`src/rtl/button_event_decoder.sv`:
```
// button_event_decoder
//   Turns a debounced, clk-synchronous key level into one-cycle event strobes:
//   press, release, click (short press), long press, and auto-repeat.
//
// Parameters
//   ACTIVE_LEVEL  : btn_level value that means "pressed" (0 = active-low key)
//   LONG_CYCLES   : cycles from press_pulse to long_pulse (>= 2)
//   REPEAT_CYCLES : auto-repeat period after long_pulse (>= 1)
//
// Ports
//   clk           : system clock, rising edge
//   as_reset_n    : asynchronous active-low reset
//   btn_level     : debounced key level
//   press_pulse   : one cycle on accepted press
//   release_pulse : one cycle on release of an accepted press
//   click_pulse   : one cycle on release before long_pulse
//   long_pulse    : one cycle when hold reaches LONG_CYCLES
//   repeat_pulse  : one cycle every REPEAT_CYCLES while held after long_pulse
//   step_pulse    : press_pulse | repeat_pulse
//   held          : high while an accepted press is in progress
module button_event_decoder #(
  parameter int unsigned ACTIVE_LEVEL  = 0,
  parameter int unsigned LONG_CYCLES   = 50000000,
  parameter int unsigned REPEAT_CYCLES = 10000000
) (
  input  logic clk,
  input  logic as_reset_n,
  input  logic btn_level,
  output logic press_pulse,
  output logic release_pulse,
  output logic click_pulse,
  output logic long_pulse,
  output logic repeat_pulse,
  output logic step_pulse,
  output logic held
);

  localparam int unsigned MAX_CYCLES = (LONG_CYCLES > REPEAT_CYCLES) ? LONG_CYCLES : REPEAT_CYCLES;
  localparam int unsigned CW         = $clog2(MAX_CYCLES + 1);

  localparam logic [CW-1:0] LONG_TC   = CW'(LONG_CYCLES - 1);
  localparam logic [CW-1:0] REPEAT_TC = CW'(REPEAT_CYCLES - 1);
  localparam logic          ACT_LVL   = ACTIVE_LEVEL[0];

  typedef enum logic [1:0] {
    DISARMED,
    IDLE,
    PRESSED,
    REPEAT
  } state_t;

  state_t        state, state_nx;
  logic [CW-1:0] cnt, cnt_nx;
  logic          act;
  logic          press_nx, release_nx, click_nx, long_nx, repeat_nx;
  logic          step_nx, held_nx;

  assign act = (btn_level == ACT_LVL);

  always_comb begin
    state_nx   = state;
    cnt_nx     = cnt;
    press_nx   = 1'b0;
    release_nx = 1'b0;
    click_nx   = 1'b0;
    long_nx    = 1'b0;
    repeat_nx  = 1'b0;

    case (state)
      // Wait for the key to be seen released once, so a key level that
      // reads "pressed" straight out of reset is never taken as a press.
      DISARMED: begin
        if (!act) begin
          state_nx = IDLE;
        end
      end

      IDLE: begin
        if (act) begin
          state_nx = PRESSED;
          cnt_nx   = '0;
          press_nx = 1'b1;
        end
      end

      // Release is tested first so it wins over a coincident terminal count.
      PRESSED: begin
        if (!act) begin
          state_nx   = IDLE;
          cnt_nx     = '0;
          release_nx = 1'b1;
          click_nx   = 1'b1;
        end else if (cnt == LONG_TC) begin
          state_nx = REPEAT;
          cnt_nx   = '0;
          long_nx  = 1'b1;
        end else begin
          cnt_nx = cnt + CW'(1);
        end
      end

      REPEAT: begin
        if (!act) begin
          state_nx   = IDLE;
          cnt_nx     = '0;
          release_nx = 1'b1;
        end else if (cnt == REPEAT_TC) begin
          cnt_nx    = '0;
          repeat_nx = 1'b1;
        end else begin
          cnt_nx = cnt + CW'(1);
        end
      end

      default: begin
        state_nx = DISARMED;
        cnt_nx   = '0;
      end
    endcase

    step_nx = press_nx | repeat_nx;
    held_nx = (state_nx == PRESSED) || (state_nx == REPEAT);
  end

  always_ff @(posedge clk or negedge as_reset_n) begin
    if (!as_reset_n) begin
      state         <= DISARMED;
      cnt           <= '0;
      press_pulse   <= 1'b0;
      release_pulse <= 1'b0;
      click_pulse   <= 1'b0;
      long_pulse    <= 1'b0;
      repeat_pulse  <= 1'b0;
      step_pulse    <= 1'b0;
      held          <= 1'b0;
    end else begin
      state         <= state_nx;
      cnt           <= cnt_nx;
      press_pulse   <= press_nx;
      release_pulse <= release_nx;
      click_pulse   <= click_nx;
      long_pulse    <= long_nx;
      repeat_pulse  <= repeat_nx;
      step_pulse    <= step_nx;
      held          <= held_nx;
    end
  end

endmodule
```
`config.mk`:
```
export PLATFORM = sky130hd
export DESIGN_NAME = button_event_decoder
export DESIGN_NICKNAME = d
export VERILOG_FILES = /design/src/rtl/button_event_decoder.sv
export SDC_FILE = /design/constraint.sdc
export NUM_CORES = 1
export LEC_CHECK = 0
export BUFFER_PORTS_ARGS = -buffer_cell sky130_fd_sc_hd__buf_2
export CAP_MARGIN = 10
export CORE_ASPECT_RATIO = 0.9
export CORE_MARGIN = 8
export CORE_UTILIZATION = 35
export CTS_BUF_LIST = sky130_fd_sc_hd__clkbuf_2 sky130_fd_sc_hd__clkbuf_4 sky130_fd_sc_hd__clkbuf_8
export CTS_CLUSTER_SIZE = 24
export DETAILED_ROUTE_END_ITERATION = 7
export PLACE_DENSITY_LB_ADDON = 0.15
export SLEW_MARGIN = 25
export SYNTH_ARGS = -nofsm -noshare
export SYNTH_HDL_FRONTEND = slang
export SYNTH_SLANG_ARGS = --single-unit
```
`constraint.sdc`:
```
create_clock -name clk -period 4.88 [get_ports clk]
set_input_delay 0 -clock clk [delete_from_list [all_inputs] [get_ports clk]]
set_output_delay 0 -clock clk [all_outputs]
set_load 0.005 [all_outputs]
```
After elaboration in Yosys (flattened, before gate mapping)
Index checks and enable logic that the tools add are counted.

storage, ports and cells
  input port bits = 3
  bits in registers = 35
  logic and storage cells = 47
  output and inout port bits = 7

cells by class
  add/sub/neg operators = 1
  reduce and logical (&&, ||, !) cells = 6
  eq/ne operators = 8
  multiplexer cells = 22
  bitwise operators = 1

operators with widths
  operator               number
  $mux 26                5
  $pmux 26 s3            1
  $add 26x1->26 const B  1
  $eq 26x24->1 const B   1
  $eq 26x26->1 const B   1
  $mux 1                 11
  $eq 2x2->1 const B     4
  $mux 2                 4
  $pmux 2 s3             1
  $reduce_or 2->1        2
  $reduce_bool 3->1      1
  $eq 2x1->1 const B     1
  $logic_not 2->1        1
  $ne 2x2->1 const B     1
  $reduce_and 2->1       1
  $logic_or 1x1->1       1
  $or 1x1->1             1

Logic depth before layout (Yosys ltp)
Gate-level depths: netlist of the first run.

  word-level depth = 6
  gate-level depth with buffers = 8

Worst setup path before layout of the first run
No wires, ideal clock.

  kind = reg2reg
  start = reg cnt[7]
  end = reg cnt[15]
  data required time = 4.740 ns
  path slack = 2.553 ns
  stages on the path, launching flop included = 9
  period minus slack after synthesis = 2.327 ns
  buffers on the path = 3
  data arrival time = 2.187 ns
  path through = dfrtp_1 > buf_6 > or4b_1 > or4_4 > o21ba_1 > buf_4 > buf_6 > o211ai_1 > o311ai_1

on the way
  cells in the longest elaborated chain, start to end = 4
  elaborated cells between the ends (all ways) = 8
  those cells by class = add/sub (1); eq/ne (2); mux (5)

RTL lines
  element                                      line     text
  from (decl)                                  53       logic [CW-1:0] cnt, cnt_nx;
  from (signal assigned)                       138      cnt <= cnt_nx;
  $add 26x1->26, or another cell as far along  98, 111
  $mux 26, on equally long branches            107, 93
  $mux 26, on equally long branches            103, 88
  $pmux 26 s3 *                                69       case (state)

Mark *: on every way between the ends. The rest lies on a longest branch, timed or not.
A chain may end at the register's enable or synchronous reset.

Worst setup path after layout of the first run
  start = reg cnt[8]
  end = reg cnt[7]

on the way
  cells in the longest elaborated chain, start to end = 4
  elaborated cells between the ends (all ways) = 7
  those cells by class = eq/ne (2); mux (5)

RTL lines
  element                                              line
  $eq 26x24->1 / $eq 26x26->1 (equally long branches)  107, 93
  $mux 26, on equally long branches                    107, 93
  $mux 26, on equally long branches                    103, 88
  $pmux 26 s3 *                                        69

Marked as above.

==> summary.md, run 1 <==
| Metric | Value |
|---|---|
| Worst-Skew Late Latency | around 290 ps |
| Area leader, netlist | dfrtp_1 |
| Synth-to-Final Area Change | 8.76% |
| Library cells used by synthesis | 47 |
| Synthesized instance count | roughly 260 |
| Share of total power in combinational logic | between 30% and 40% |
| Die Span X | between 90 and 100 µm |
| F_max | approximately 340 MHz |
| Synth warnings | 0 |
| P_leak | 0.926 nW |
| Core footprint | between 6000 and 7000 µm² |
| Share of layout cells above drive strength 1 | 11.3% |
| Ant diodes | 0 |
| CTS Sinks | 34 |
| Register area | ~850 µm² |
| R2R setup slack | a little under 2000 ps |
| Sequential power share | 38.7% |
| Final slew viol count | 0 |
| P per Cell Area | approximately 340 nW/µm² |
| Antenna violations before repair | 0 |
| Post-layout nets | 273 |
| Detail Route Antenna Nets | 0 |
| Residual DRC count | 0 |
| Post-synth EDFFs | 0 |
| Chip height | between 90 and 100 µm |
| # Max-Cap Violations | 0 |
| Top post-synthesis cells by area | dfrtp_1, nand2_1, o211ai_1, nand3_1, ha_1 |
| Synth Area in Simple Gates | a little under a third |
| RePlAce Congestion | 0.832 |
| CP Data Required Time | 5030 ps |
| Adder-Cell Fraction of Synth Area | 3.39% |
| Synth Area in Compound Gates | roughly a fifth |
| Post-synthesis sequential area ratio | roughly two fifths |
| Critical path arrival | 3080 ps |
| Tightest Pin Transition | 784 ps |
| Final hold vios | 0 |
| Cell Rows | 27 |
| Largest net degree at the start of global routing | 35 |
| H-tree Lvls | 2 |
| Final core occ | between 30% and 40% |
| DR iter-0 viols | between 150 and 200 |
| R2R cell count | 6 |
| Critical Path Source Type | flop |
| CTS Buffer Depth | 2 |
| R2r endpoint | cnt[7]$_DFFE_PN0P_ |
| Critical path class | flop to flop |
| Crit-path max FO | 15 |
| Mapped Nets | roughly 270 |
| Hold crit path type | input pin to async pin |
| Most used DFF post-synth | dfrtp_1 |
| DR vias/cell | between 5 and 6 |
| Clock buffer count from CTS | 5 |
| Status | completed |
| Asr flop ratio synth | 100% |
| #FFs+latches synth | 34 |
| CTS tree | yes |
| Routed wire length | 5640 µm |
| Clk pwr share | about 28% |
| Total track usage | about an eighth |
| Clock Pin Slew Worst Setup and Hold Paths | roughly 70 ps |
| Psw | around 0.32 mW |
| Layout Skew | 3.20 ps |
| Area of the multi-input gates | 1220 µm² |
| Tmin final | approximately 3000 ps |
| Die area | around 9100 µm² |
| Root Buffer | clkbuf_8 |
| Worst rel slew slack | between 40% and 50% |
| Io pins | 10 |
| Post-synthesis xor/xnor area fraction | 0% |
| Routed len/inst | between 15 and 20 µm |
| Sw Ratio | around 39% |
| # hold bufs at CTS | 2 |
| DRT Pass-1 Iters | 5 |
| Largest family of logic cells by synthesized area | simple AND/OR/NAND/NOR gates |
| Total Neg Setup Slack | 0 ps |
| Post-synthesis cell area | about 2200 µm² |
| VDD IR-drop max | approximately 0.14 mV |
| Setup Fix Bufs, Post-CTS | 0 |
| First-pass GRT wire length | 9860 µm |
| Synth top area share | 38.4% |
| Mux cell area share after synthesis | ~1.4% |
| Initial Utilization | approximately 36% |
| Syn avg cell area | about 8.6 µm² |
| Vias | about 2000 |
| Int Pwr | roughly 0.50 mW |
| Crit. End Element | flop |
| Worst flop-to-flop path startpoint | cnt[8]$_DFFE_PN0P_ |
| Fillers | around 620 |
| Grt total ovfl | 0 |
| Vias in the first global route | ~1900 |
| Unrepaired setup endpoints after global routing | false |
| Period utilization | roughly 60% |
| Port-buffer cells | 9 |
| Resized Gates After CTS | 0 |
| Dpl hpwl | 3830 µm |
| Final setup fails | 0 |
## cell usage in the layout, fill, tap and decap left out, drive strengths merged, types with 6 or more instances in the layout
cell type / count
o211ai: 17
clkbuf: 7
nand2: 42
nor3: 10
dfrtp: 34
nand4: 10
nand3: 24
buf: 14
o311ai: 8
o21ai: 17
nor2: 13
inv: 8
ha: 6
## sequential cells by signal, summed over array words and instances (netlist names)
name	flops
held	1
repeat_pulse	1
release_pulse	1
press_pulse	1
click_pulse	1
state	1
step_pulse	1
cnt	26
long_pulse	1
## through the flow
| step | total power [mW] | std cells | area [µm²] | hold slack (ps) | setup WS (ps) |
|---|---|---|---|---|---|
| finish | 0.819 | 352 | 2410 | 321 | 1950 |
| global route | 0.884 | 352 | 2410 | 436 | 1820 |
| CTS | 0.829 | 352 | 2400 | 360 | 1970 |
| detailed placement | 0.597 | 342 | 2290 | 139 | 2000 |
| global placement | 0.599 | 342 | 2290 | 128 | 2040 |
| floorplan | 0.519 | 259 | 2210 | -296 | 2550 |
## cell type report
cell class,count,area share (%)
Multi-Input combinational cell,199,50.7
Sequential cell,34,35.3
Clock inverter,1,0.208
Timing Repair Buffer,16,4.26
Tap cell,87,4.52
Clock buffer,7,3.74
Inverter,8,1.25
## layer usage
layer	share of wire, %	track usage [%]	vias to the layer above
li1	-	-	980
met1	50	19.3	970
met2	43	18.5	67
met3	6.1	3.05	8
met4	1.2	5.04	0
met5	0	0	-
## cell usage after synthesis (2+ instances only)
master,count
nand2_1,42
dfrtp_1,34
nand3_1,24
o211ai_1,17
nor2_1,12
o21ai_0,11
clkbuf_1,10
nand4_1,10
nor3_1,10
inv_1,8
o311ai_1,8
buf_6,6
ha_1,6
nor4_1,5
o21ai_1,5
o221ai_1,4
or2_2,4
and3_1,3
mux2i_1,3
nor3b_1,3
nor2b_1,2
nor4b_1,2
nor4bb_1,2
o21ba_1,2
o22ai_1,2
or3_1,2
or4_1,2
## worst max-delay path, cell delays in order (launching register included)
cell      delay (ps)
dfrtp_1          490
or4b_1           560
or4_4            520
o21ba_1          400
buf_4            290
nor2_2           330
o221ai_1         190
## worst max path at each step
stage	endpoint	startpoint	slack [ps]	cells past startpoint
after detailed placement	cnt[7]$_DFFE_PN0P_	cnt[8]$_DFFE_PN0P_	2000	6
after global placement	cnt[7]$_DFFE_PN0P_	cnt[8]$_DFFE_PN0P_	2040	6
after global routing	cnt[7]$_DFFE_PN0P_	cnt[8]$_DFFE_PN0P_	1820	6
after floorplan	cnt[15]$_DFFE_PN0P_	cnt[7]$_DFFE_PN0P_	2550	8
final	cnt[7]$_DFFE_PN0P_	cnt[8]$_DFFE_PN0P_	1950	6
after CTS	cnt[7]$_DFFE_PN0P_	cnt[8]$_DFFE_PN0P_	1970	6
## cells by family after synthesis
logic type,Yosys count
AOI/OAI and AO/OA,58
buffers and inverters,26
and+or+nand+nor,132
DFF,34
muxes,3
adders and majority gates,6
## power by group through the flow
stage / Sequential [mW] / Combinational, mW / Clock [mW]
after global routing: 0.320 / 0.315 / 0.249
after global placement: 0.322 / 0.276 / 0
after CTS: 0.317 / 0.277 / 0.235
after floorplan: 0.322 / 0.198 / 0
final: 0.317 / 0.276 / 0.227
after detailed placement: 0.322 / 0.274 / 0
Note: power is estimated with default switching activity, not from simulation.
==> run 2, diff against run 1 <==
clock period = 2.7 ns   (was 4.88 ns; I/O delays follow)
==> run 2 against run 1 <==
Against the previous run: design area rose by 9.6%; maximum frequency rose by 17%; combinational power rose by 100%; worst hold slack got worse by 8.9 ps; core utilization rose by 3.8 points; largest power group is now clock; clock skew rose by 8.9 ps; critical path type unchanged.
==> summary.md, run 2 (synthesized netlist as in run 1, its figures left out) <==
| Metric | Value |
|---|---|
| Chip height | 91.5 µm (unchanged) |
| Worst flop-to-flop path startpoint | cnt[8]$_DFFE_PN0P_ |
| CP delay by family, top | simple AND/OR/NAND/NOR gates |
| Cells along the critical path | or4b_1 > or4_4 > o21ba_1 > o21ai_4 > o311ai_1 |
| DRT Pass-1 Iters | 6 (+1) |
| Detail Route Antenna Nets | 0 (unchanged) |
| Root Buffer | clkbuf_8 |
| Dpl hpwl | 4420 µm (+15%) |
| Post-layout nets | 297 (+8.8%) |
| Tmin final | 2510 ps (-420 ps) |
| Routed wire length | 6320 µm (+12%) |
| Hold crit path type | input pin to async pin |
| Total Neg Setup Slack | 0 ps (unchanged) |
| Port-buffer cells | 9 (unchanged) |
| CTS Buffer Depth | 2 (unchanged) |
| DP Area | 2480 µm² (+8.4%) |
| DR vias/cell | 5.61 (-2.5%) |
| Final Instance Area | 2640 µm² (+9.6%) |
| Share of total power in combinational logic | 32.8% (-0.9 points) |
| F_max | 398 MHz (+17%) |
| Critical Path Source Type | flop |
| Inst Count DP | 366 (+7.0%) |
| Clock buffer count from CTS | 5 (unchanged) |
| # hold bufs at CTS | 2 (unchanged) |
| Ant diodes | 0 (unchanged) |
| CTS Sinks | 34 (unchanged) |
| CP max-delay cell | or4b_1 |
| Layout Skew | 12.1 ps (+8.94 ps) |
| Post-route insts no fill | 376 (+6.8%) |
| Vias in the first global route | 1945 (+1.7%) |
| Vias | 2108 (+4.1%) |
| Critical path class | flop to flop |
| Residual DRC count | 0 (unchanged) |
| Setup Fix Bufs, Post-CTS | 0 (unchanged) |
| Grt total ovfl | 0 (unchanged) |
| Commonest non-fill, non-tap cells in the layout | nand2_1, dfrtp_1, buf_4 |
| Final slew viol count | 0 (unchanged) |
| Worst rel slew slack | 47.3% (-0.48 points) |
| VDD IR-drop max | 0.351 mV (+160%) |
| Status | completed |
| Resized Gates After CTS | 0 (unchanged) |
| R2r endpoint | cnt[20]$_DFFE_PN0P_ |
| Unrepaired setup endpoints after global routing | false |
| Die area | 9130 µm² (unchanged) |
| Worst-Skew Late Latency | 300 ps (about the same) |
| Core footprint | 6110 µm² (unchanged) |
| R2R cell count | 5 (-1) |
| Crit. End Element | flop |
| First-pass GRT wire length | 10400 µm (+5.5%) |
| CP Buf/Inv Count | 0 (-1) |
| Antenna violations before repair | 0 (unchanged) |
| Max reg flops | 26 (unchanged) |
| Commonest non-fill, non-tap cell in the layout | nand2_1 |
| Routed len/inst | 16.8 µm (+4.8%) |
| Final hold vios | 0 (unchanged) |
| Critical path arrival | 2670 ps (-410 ps) |
| Max incr delay on CP | 510 ps (-50 ps) |
| Int Pwr | 1.09 mW (+120%) |
| Hold_ws | 312 ps (-8.92 ps) |
| GR peak layer | met1 |
| H-tree Lvls | 2 (unchanged) |
| Tightest Pin Transition | 791 ps (+7.25 ps) |
| DR iter-0 viols | 195 (+21%) |
| Sw Ratio | 36.6% (-2.5 points) |
| Sequential power share | 33.1% (-5.6 points) |
| Die Span X | 99.9 µm (unchanged) |
| Clk pwr share | 34.0% (+6.3 points) |
| Period utilization | 93.0% (+33 points) |
| Psw | 0.629 mW (+96%) |
| P_leak | 1.07 nW (+16%) |
| Io pins | 10 (unchanged) |
| Met3 Use GR | 2.59% (-0.46 points) |
| CTS tree | yes |
| RePlAce Congestion | 0.814 (-2.2%) |
| Crit-path max FO | 12 (-3) |
| Power Total | 1.72 mW (+110%) |
| R2R setup slack | 190 ps (-1760 ps) |
| Share of layout cells above drive strength 1 | 18.3% (+7.0 points) |
| Biggest register | cnt |
| Initial Utilization | 36.2% (unchanged) |
| Cell Rows | 27 (unchanged) |
| Final setup fails | 0 (unchanged) |
| Total track usage | 14.5% (+1.1 points) |
| GR Util met2 | 20.8% (+2.2 points) |
| CP Data Required Time | 2860 ps (-2170 ps) |
| Grt met1 use | 20.9% (+1.6 points) |
| # Max-Cap Violations | 0 (unchanged) |
| Largest net degree at the start of global routing | 35 (unchanged) |
| Clock Pin Slew Worst Setup and Hold Paths | 90 ps (+20 ps) |
| P per Cell Area | 651 nW/µm² (+91%) |
| Synth-to-Final Area Change | 19.2% |
==> run 2: changes by cell type in the layout (fill, tap and decap cells not counted), sizes merged <==
cell	before	now
buf	14	38
bufinv	0	2
clkbuf	7	5
==> run 2: routing by layer <==
metal,routed length [µm],share of wire (%),vias up
met5,0,0,-
met4,79,1.3,0
met3,388,6.1,8
met2,2810,44,71
met1,3040,48,1006
li1,-,-,1023
==> run 2: final cells by class <==
| class | instances | area (µm²) |
|---|---|---|
| Clock buffer | 5 | 68.8 |
| Clock inverter | 3 | 68.8 |
| Timing Repair Buffer | 40 | 295 |
| Tap cell | 87 | 109 |
| Inverter | 8 | 30.0 |
| Multi-Input combinational cell | 199 | 1220 |
| Sequential cell | 34 | 851 |
| Fill cell | 607 | 3480 |
==> run 2: per-stage QoR <==
step	setup slack (ps)	util, %
after floorplan	373	-
after global placement	218	40.6
after detailed placement	209	40.6
after CTS	187	43.2
after global routing	66.4	43.2
final	188	43.2
==> run 2: worst max path at each step <==
stage	cells past startpoint	from	end	slack, ps
2_1_floorplan	8	cnt[7]$_DFFE_PN0P_	cnt[15]$_DFFE_PN0P_	370
6_report	5	cnt[8]$_DFFE_PN0P_	cnt[20]$_DFFE_PN0P_	190
3_3_place_gp	5	cnt[8]$_DFFE_PN0P_	cnt[25]$_DFFE_PN0P_	220
5_1_grt	6	cnt[8]$_DFFE_PN0P_	cnt[23]$_DFFE_PN0P_	70
3_5_place_dp	5	cnt[8]$_DFFE_PN0P_	cnt[8]$_DFFE_PN0P_	210
4_1_cts	5	cnt[8]$_DFFE_PN0P_	cnt[15]$_DFFE_PN0P_	190
==> run 2: power by group through the flow <==
stage / Clock (mW) / Sequential, mW / Combinational [mW]
finish: 0.585 / 0.569 / 0.563
global route: 0.622 / 0.575 / 0.620
CTS: 0.595 / 0.569 / 0.567
detailed placement: 0 / 0.579 / 0.562
global placement: 0 / 0.579 / 0.559
floorplan: 0 / 0.581 / 0.357
==> run 2: worst reg2reg max path: stages (launching register included) <==
cell      delay [ps]
dfrtp_1          380
or4b_1           510
or4_4            510
o21ba_1          420
o21ai_4          410
o311ai_1         150
